File: config.mk
export PLATFORM = sky130hd
export DESIGN_NAME = iq_frame_builder_flat
export DESIGN_NICKNAME = d
export VERILOG_FILES = /design/src/rtl/iq_frame_builder_if.sv /design/src/rtl/iq_frame_builder.sv /design/src/flat_wrapper.sv
export SDC_FILE = /design/constraint.sdc
export NUM_CORES = 2
export LEC_CHECK = 0
export ABC_CLOCK_PERIOD_IN_PS = 4900
export CORE_UTILIZATION = 55
export CTS_CLUSTER_SIZE = 30
export DETAILED_ROUTE_END_ITERATION = 10
export PLACE_DENSITY = 0.69
export SLEW_MARGIN = 10
export SYNTH_ARGS = -nofsm -noshare
export SYNTH_HDL_FRONTEND = slang
export SYNTH_SLANG_ARGS = --single-unit
File: constraint.sdc
create_clock -name aclk -period 4.9 [get_ports aclk]
set_clock_uncertainty 0.05 [all_clocks]
set_input_delay 0.735 -clock aclk [delete_from_list [all_inputs] [get_ports aclk]]
set_output_delay 0.735 -clock aclk [all_outputs]
set_load 0.01 [all_outputs]
File: src/rtl/iq_frame_builder_if.sv
// Framed IQ output stream between the frame builder and the range detector.
//   adc_iq_tdata/dac_iq_tdata : framed ADC and delayed DAC samples {I,Q}
//   iq_tvalid/iq_tready       : AXI-S handshake
//   iq_tlast                  : last beat of a frame
//   iq_first                  : one-cycle frame-start strobe
//   counter_id                : frame number, constant across the frame
interface iq_frame_builder_if;
   logic [31:0] adc_iq_tdata;
   logic [31:0] dac_iq_tdata;
   logic        iq_tvalid;
   logic        iq_tlast;
   logic        iq_tready;
   logic        iq_first;
   logic [63:0] counter_id;

   modport master (
      output adc_iq_tdata, dac_iq_tdata, iq_tvalid, iq_tlast, iq_first, counter_id,
      input  iq_tready
   );

   modport slave (
      input  adc_iq_tdata, dac_iq_tdata, iq_tvalid, iq_tlast, iq_first, counter_id,
      output iq_tready
   );
endinterface

File: src/rtl/iq_frame_builder.sv
// Cuts one FFT_LEN-beat frame per chirp out of the free-running ADC/DAC
// sample stream, delaying the DAC reference by dac_delay samples.
//   aclk, aresetn (sync, active-low)
//   adc_tdata/dac_tdata/sample_valid : paired input samples, no backpressure
//   chirp_active, frame_enable       : frame start control
//   dac_delay                        : DAC delay in samples, latched per frame
//   ovf_clear                        : clears overflow and drop_count
//   iq                               : framed output stream (master)
//   overflow, drop_count, busy       : status
module iq_frame_builder #(
   parameter int unsigned FFT_LEN     = 4096,
   parameter int unsigned DELAY_DEPTH = 64
) (
   input  logic                           aclk,
   input  logic                           aresetn,
   input  logic [31:0]                    adc_tdata,
   input  logic [31:0]                    dac_tdata,
   input  logic                           sample_valid,
   input  logic                           chirp_active,
   input  logic                           frame_enable,
   input  logic [$clog2(DELAY_DEPTH)-1:0] dac_delay,
   input  logic                           ovf_clear,
   iq_frame_builder_if.master             iq,
   output logic                           overflow,
   output logic [15:0]                    drop_count,
   output logic                           busy
);

   localparam int unsigned BEAT_W = $clog2(FFT_LEN);
   localparam int unsigned PTR_W  = $clog2(DELAY_DEPTH);
   localparam logic [BEAT_W-1:0] LAST_BEAT = BEAT_W'(FFT_LEN - 1);
   localparam logic [PTR_W:0]    FILL_MAX  = (PTR_W + 1)'(DELAY_DEPTH);

   typedef enum logic [2:0] {S_IDLE, S_CAPTURE, S_PAD, S_DRAIN, S_HOLDOFF} state_e;

   state_e             state_q, state_d;
   logic               chirp_q;
   logic [31:0]        mem_q [DELAY_DEPTH];
   logic [PTR_W-1:0]   wr_ptr_q;
   logic [PTR_W:0]     fill_q;
   logic [PTR_W-1:0]   delay_q, delay_d;
   logic [BEAT_W-1:0]  beat_q, beat_d;
   logic [31:0]        adc_q, adc_d, dac_q, dac_d;
   logic               tvalid_q, tvalid_d, tlast_q, tlast_d, first_q, first_d;
   logic [63:0]        cid_q, cid_d;
   logic               ovf_q, ovf_d, busy_q;
   logic [15:0]        drop_q, drop_d;

   logic               rise_c, free_c, hs_c, capture_c, pad_c;
   logic [PTR_W-1:0]   delay_eff_c, rd_idx_c;
   logic [BEAT_W-1:0]  beat_cur_c;
   logic [31:0]        dac_dly_c;

   // Delay-line storage; contents are qualified by fill_q so no reset is needed.
   always_ff @(posedge aclk) begin
      if (sample_valid) begin
         mem_q[wr_ptr_q] <= dac_tdata;
      end
   end

   // Write pointer and fill level advance on every sample, in every state.
   always_ff @(posedge aclk) begin
      if (!aresetn) begin
         wr_ptr_q <= '0;
         fill_q   <= '0;
      end else if (sample_valid) begin
         wr_ptr_q <= wr_ptr_q + PTR_W'(1);
         if (fill_q != FILL_MAX) begin
            fill_q <= fill_q + (PTR_W + 1)'(1);
         end
      end
   end

   // Delayed DAC read; in IDLE the live dac_delay applies so the rise-cycle
   // sample uses the value being latched.
   always_comb begin
      delay_eff_c = (state_q == S_IDLE) ? dac_delay : delay_q;
      rd_idx_c    = wr_ptr_q - delay_eff_c;
      if (delay_eff_c == '0) begin
         dac_dly_c = dac_tdata;
      end else if (fill_q < (PTR_W + 1)'(delay_eff_c)) begin
         dac_dly_c = 32'h0;
      end else begin
         dac_dly_c = mem_q[rd_idx_c];
      end
   end

   // Next-state and output-register logic.
   always_comb begin
      state_d   = state_q;
      delay_d   = delay_q;
      beat_d    = beat_q;
      adc_d     = adc_q;
      dac_d     = dac_q;
      tvalid_d  = tvalid_q;
      tlast_d   = tlast_q;
      first_d   = 1'b0;
      cid_d     = cid_q;
      ovf_d     = ovf_q;
      drop_d    = drop_q;
      capture_c = 1'b0;
      pad_c     = 1'b0;
      rise_c    = chirp_active & ~chirp_q;
      free_c    = ~tvalid_q | iq.iq_tready;
      hs_c      = tvalid_q & iq.iq_tready;
      beat_cur_c = (state_q == S_IDLE) ? '0 : beat_q;

      if (hs_c) begin
         tvalid_d = 1'b0;
         tlast_d  = 1'b0;
      end
      if (ovf_clear) begin
         ovf_d  = 1'b0;
         drop_d = 16'h0;
      end

      case (state_q)
         S_IDLE: begin
            if (rise_c && frame_enable) begin
               cid_d     = cid_q + 64'd1;
               delay_d   = dac_delay;
               beat_d    = '0;
               state_d   = S_CAPTURE;
               capture_c = sample_valid;
            end
         end
         S_CAPTURE: begin
            if (sample_valid) begin
               if (free_c) begin
                  capture_c = 1'b1;
               end else begin
                  // Dropped sample: the beat count holds so the frame stays FFT_LEN long.
                  ovf_d  = 1'b1;
                  drop_d = (drop_q == 16'hFFFF) ? drop_q : drop_q + 16'd1;
               end
            end else if (!chirp_active) begin
               state_d = S_PAD;
            end
         end
         S_PAD: pad_c = free_c;
         S_DRAIN: begin
            if (hs_c && tlast_q) begin
               state_d = chirp_active ? S_HOLDOFF : S_IDLE;
            end
         end
         S_HOLDOFF: begin
            if (!chirp_active) begin
               state_d = S_IDLE;
            end
         end
         default: state_d = S_IDLE;
      endcase

      if (capture_c || pad_c) begin
         adc_d    = capture_c ? adc_tdata : 32'h0;
         dac_d    = capture_c ? dac_dly_c : 32'h0;
         tvalid_d = 1'b1;
         tlast_d  = (beat_cur_c == LAST_BEAT);
         first_d  = (beat_cur_c == '0);
         beat_d   = beat_cur_c + BEAT_W'(1);
         if (beat_cur_c == LAST_BEAT) begin
            state_d = S_DRAIN;
         end
      end
   end

   // State and output registers.
   always_ff @(posedge aclk) begin
      if (!aresetn) begin
         state_q  <= S_IDLE;
         chirp_q  <= 1'b0;
         delay_q  <= '0;
         beat_q   <= '0;
         adc_q    <= 32'h0;
         dac_q    <= 32'h0;
         tvalid_q <= 1'b0;
         tlast_q  <= 1'b0;
         first_q  <= 1'b0;
         cid_q    <= 64'h0;
         ovf_q    <= 1'b0;
         drop_q   <= 16'h0;
         busy_q   <= 1'b0;
      end else begin
         state_q  <= state_d;
         chirp_q  <= chirp_active;
         delay_q  <= delay_d;
         beat_q   <= beat_d;
         adc_q    <= adc_d;
         dac_q    <= dac_d;
         tvalid_q <= tvalid_d;
         tlast_q  <= tlast_d;
         first_q  <= first_d;
         cid_q    <= cid_d;
         ovf_q    <= ovf_d;
         drop_q   <= drop_d;
         busy_q   <= (state_d != S_IDLE);
      end
   end

   assign iq.adc_iq_tdata = adc_q;
   assign iq.dac_iq_tdata = dac_q;
   assign iq.iq_tvalid    = tvalid_q;
   assign iq.iq_tlast     = tlast_q;
   assign iq.iq_first     = first_q;
   assign iq.counter_id   = cid_q;
   assign overflow        = ovf_q;
   assign drop_count      = drop_q;
   assign busy            = busy_q;

endmodule

File: src/flat_wrapper.sv
// flat-port wrapper written by rule: the top's interface ports become plain ports
module iq_frame_builder_flat 
#(
   parameter int unsigned FFT_LEN     = 4096,
   parameter int unsigned DELAY_DEPTH = 64
)
  (aclk, aresetn, adc_tdata, dac_tdata, sample_valid, chirp_active, frame_enable, dac_delay, ovf_clear, overflow, drop_count, busy, iq_adc_iq_tdata, iq_dac_iq_tdata, iq_iq_tvalid, iq_iq_tlast, iq_iq_first, iq_counter_id, iq_iq_tready);
  iq_frame_builder_if iq_i ();
  input  logic aclk;
  input  logic aresetn;
  input  logic [31:0] adc_tdata;
  input  logic [31:0] dac_tdata;
  input  logic sample_valid;
  input  logic chirp_active;
  input  logic frame_enable;
  input  logic [$clog2(DELAY_DEPTH)-1:0] dac_delay;
  input  logic ovf_clear;
  output logic overflow;
  output logic [15:0] drop_count;
  output logic busy;
  output wire logic [$bits(iq_i.adc_iq_tdata)-1:0] iq_adc_iq_tdata;
  output wire logic [$bits(iq_i.dac_iq_tdata)-1:0] iq_dac_iq_tdata;
  output wire logic [$bits(iq_i.iq_tvalid)-1:0] iq_iq_tvalid;
  output wire logic [$bits(iq_i.iq_tlast)-1:0] iq_iq_tlast;
  output wire logic [$bits(iq_i.iq_first)-1:0] iq_iq_first;
  output wire logic [$bits(iq_i.counter_id)-1:0] iq_counter_id;
  input wire logic [$bits(iq_i.iq_tready)-1:0] iq_iq_tready;
  assign iq_adc_iq_tdata = iq_i.adc_iq_tdata;
  assign iq_dac_iq_tdata = iq_i.dac_iq_tdata;
  assign iq_iq_tvalid = iq_i.iq_tvalid;
  assign iq_iq_tlast = iq_i.iq_tlast;
  assign iq_iq_first = iq_i.iq_first;
  assign iq_counter_id = iq_i.counter_id;
  assign iq_i.iq_tready = iq_iq_tready;
  iq_frame_builder #(.FFT_LEN(FFT_LEN), .DELAY_DEPTH(DELAY_DEPTH)) u_core (.aclk(aclk), .aresetn(aresetn), .adc_tdata(adc_tdata), .dac_tdata(dac_tdata), .sample_valid(sample_valid), .chirp_active(chirp_active), .frame_enable(frame_enable), .dac_delay(dac_delay), .ovf_clear(ovf_clear), .iq(iq_i), .overflow(overflow), .drop_count(drop_count), .busy(busy));
endmodule
==> key figures <==
Timing
  • RSZ-0062 raised after global routing: false
  • Worst relative slew slack: roughly 28%
  • Hold Vio Cnt, Final: 0
  • Final worst path period need: ~4.2 ns
  • Fmax: 238 MHz
  • Worst-margin pin slew: around 1.1 ns
  • Fin Setup TNS: 0 ns
  • Final Worst Setup Slack: between 0.7 and 0.8 ns
  • Tcrit/Tclk final: a little under nine tenths
  • Slew Viols, Final: 0
  • Endpoints failing setup: 0

Worst setup path
  • Worst reg2reg setup slack: about 0.7 ns
  • Top cell by count, worst path: buf_12
  • Critical-path cell list: nor3_4 > mux2_2 > ha_4 > inv_1 > fa_4 > buf_12 > buf_12 > buf_12 > mux4_2 > and3_1 > a211oi_1 > o31ai_1 > o31a_1
  • Buf+Inv Stages, Crit Path: 4
  • Required time of the critical path: approximately 5.6 ns
  • Crit-path max FO: 25
  • CP endpoint kind: flip-flop
  • Worst Setup Start Kind: flip-flop
  • Delay-heaviest family, CP: compound AO/OA/AOI/OAI gates
  • Slowest stage delay, CP: a little over 0.8 ns
  • Arrival @ worst endpoint: 4.86 ns
  • Slowest cell on the critical path: fa_4
  • RR Endpoint: u_core.iq.dac_iq_tdata[20]
  • Critical path type: reg -> reg
  • FF-to-FF Start: u_core.state_q[2]
  • FF-to-FF path depth: 13

Die
  • Core Box Area: 157000 µm²
  • Initial Util: roughly 56%
  • Die height: between 300 and 400 µm
  • # rows: between 100 and 150
  • Die width: 400 µm
  • Die area: 160000 µm²
  • Io pins: 226

Final layout
  • Most frequent cells in the layout: edfxtp_1 (2048), mux4_2 (512), buf_4 (268)
  • Nets: 4971
  • Commonest non-fill, non-tap cell in the layout: edfxtp_1
  • Area grow syn2layout: 16.7%
  • Fillers: between 10000 and 15000
  • Ratio of cells with drive above 1 in the final layout: 25.7%
  • FF+latch area: between 60000 and 70000 µm²
  • Area of the multi-input gates: 21300 µm²

Global routing
  • Largest net degree at the start of global routing: 95
  • Congestion Overflow GR: 0
  • Gr usage total: between 20 and 30%
  • Antenna violations before repair: 16
  • First-pass GRT wire length: between 300000 and 400000 µm
  • Vias in the first global route: roughly 45000

Synthesis
  • Seq cells post-synth: 2232
  • Largest family of logic cells by synthesized area: multiplexers
  • Synth cell types: between 70 and 80
  • Syn avg cell area: roughly 20 µm²
  • Yosys top cell by area: edfxtp_1
  • Number of synthesized flops with an enable pin: approximately 2000
  • Post-Synth Adder-Cell Area: less than 1%
  • Xor/xnor share of the synthesized area: less than 1%
  • Synth top area share: 70.6%
  • Sequential share of the synthesized area: between 70 and 80%
  • Post-synthesis mux area share: about 16%
  • Syn Nets: 4455
  • Post-Syn Instances: 4363
  • Compound-gate portion of the synthesized area: 3.43%
  • Ys Warns: 0
  • Cell area after synthesis: slightly below 90000 µm²
  • Post-synth top flop: edfxtp_1
  • Area contributors post-synth: edfxtp_1 (71%), mux4_2 (13%), dfxtp_1 (4.2%), mux2i_1 (2.6%), nor2_1 (0.89%)
  • Asr flop ratio synth: 0%
  • Post-synthesis simple-gate area fraction: 3.33%

Pwr
  • Total Power: approximately 44 mW
  • Leakage power: 32.9 nW
  • Pwr Density: between 400 and 500 nW/µm²
  • VDD IR max: around 0.38 mV

Drt
  • 1st-pass router iterations: 6
  • Post-detailed-route count of antenna-violating nets: 0
  • Initial DRC count: roughly 6000
  • Via Count: between 40000 and 50000
  • Via/cell ratio: 6.51
  • DRC: 0
  • Final wirelength: 227000 µm
  • WL per Instance: approximately 32 µm

Clock network
  • Post-cts repair resize count: 0
  • Clock root cell: clkbuf_16
  • Post-CTS setup repair buffer count: 0
  • CTS H-tree lvls: 4
  • Clock Path Buffers: 3
  • CTS tree: yes
  • Skew-Pair Late Insertion Delay: approximately 0.83 ns
  • Hold buffer count at CTS: 0
  • Worst-path clk slew: approximately 0.060 ns
  • Clock sink total: about 2200
  • CTS Buf Count: about 220

Worst hold path
  • Hold Startpoint: dac_tdata[25]
  • Worst hold-check path type: in -> reg
  • Hold EP: u_core.mem_q[19][25]
  • Worst hold stages: 1

Placement
  • Post-DP HPWL: 135000 µm
  • Routability cong.: slightly below 0.9
  • DP Worst Slack: about 0.083 ns
  • Port Buffers: 225

Job
  • MaxCap Viol Count: 0

Status
  • Outcome: finished clean
[routing by layer]
metal	vias to the layer above	share of wire (%)	track usage, %
met3	380	11	6.04
met2	2689	46	43.0
met5	-	0.0048	0
li1	19100	-	-
met4	2	3.0	8.94
met1	24200	40	42.2
[how the worst max path moves through the flow]
stage | startpoint | to | slack, ns | cells past startpoint
floorplan | sample_valid | u_core.mem_q[42][0] | 0.48 | 4
global placement | dac_delay[0] | u_core.iq.dac_iq_tdata[19] | 0.12 | 13
detailed placement | dac_delay[0] | u_core.iq.dac_iq_tdata[19] | 0.08 | 13
CTS | u_core.state_q[2] | u_core.iq.dac_iq_tdata[19] | 0.72 | 13
global route | u_core.state_q[0] | u_core.iq.dac_iq_tdata[17] | 0.55 | 15
finish | u_core.state_q[2] | u_core.iq.dac_iq_tdata[20] | 0.71 | 13
[worst reg2reg max path: cells and delay by family, from the launching register on]
| kind | cells | cell delay (ns) |
|---|---|---|
| buffers and inverters | 4 | 0.71 |
| flip-flops | 1 | 0.33 |
| AO/OA/AOI/OAI | 3 | 1.07 |
| multiplexers | 2 | 0.55 |
| AND/OR/NAND/NOR | 2 | 0.44 |
| adder cells (fa/ha/maj) | 2 | 0.95 |
[power breakdown]
part	total [mW]	internal [mW]	switching [mW]
logic	6.27	2.90	3.37
clock network	16.9	9.80	7.12
registers	20.9	20.8	0.0325
[cell usage after synthesis, drive strengths merged (7+ instances only)]
library cell / instances
a211oi: 68
a21oi: 99
a22oi: 65
and2: 12
and3: 80
and4: 13
buf: 62
clkbuf: 189
dfxtp: 184
edfxtp: 2048
ha: 14
inv: 26
mux2: 32
mux2i: 223
mux4: 512
nand2: 83
nand2b: 7
nand3: 45
nand3b: 7
nand4: 30
nor2: 208
nor3: 29
nor4: 9
o21ai: 47
o22ai: 32
o2bb2ai: 31
o31a: 32
o31ai: 34
or3: 31
xnor2: 25
xor2: 34
[registers in the layout, indices dropped and copies added, names as in the netlist]
register,count
u_core.state_q,3
u_core.chirp_q,1
u_core.drop_count,16
u_core.mem_q,2048
u_core.iq.dac_iq_tdata,32
u_core.fill_q,7
u_core.delay_q,6
u_core.iq.iq_tvalid,1
u_core.beat_q,12
u_core.wr_ptr_q,6
u_core.iq.counter_id,64
u_core.busy,1
u_core.iq.iq_first,1
u_core.iq.iq_tlast,1
u_core.overflow,1
u_core.iq.adc_iq_tdata,32
[final cells by class]
class | count | share of cell area (%)
Inverter | 27 | 0.105
Multi-Input combinational cell | 1853 | 20.9
Antenna cell | 8 | 0.0197
Timing Repair Buffer | 549 | 5.15
Clock inverter | 117 | 1.30
Clock buffer | 289 | 5.85
Tap cell | 2058 | 2.53
Sequential cell | 2232 | 64.1
[metrics by stage]
stage	cells	instance area [µm²]	hold slack [ns]	util, %
after floorplan	4363	87100	0.387	-
after global routing	7125	102000	0.314	64.9
after detailed placement	6719	94400	0.415	60.2
final	7133	102000	0.351	64.9
after CTS	7125	102000	0.286	64.9
after global placement	6719	94400	0.406	60.2
[logic make-up after synthesis]
kind of cell	count (synthesis)
AO/OA/AOI/OAI	437
XOR/XNOR	59
adder cells (fa/ha/maj)	15
buffers and inverters	278
flip-flops	2232
multiplexers	767
AND/OR/NAND/NOR	575
No activity file was read; power rests on OpenSTA's default activity.
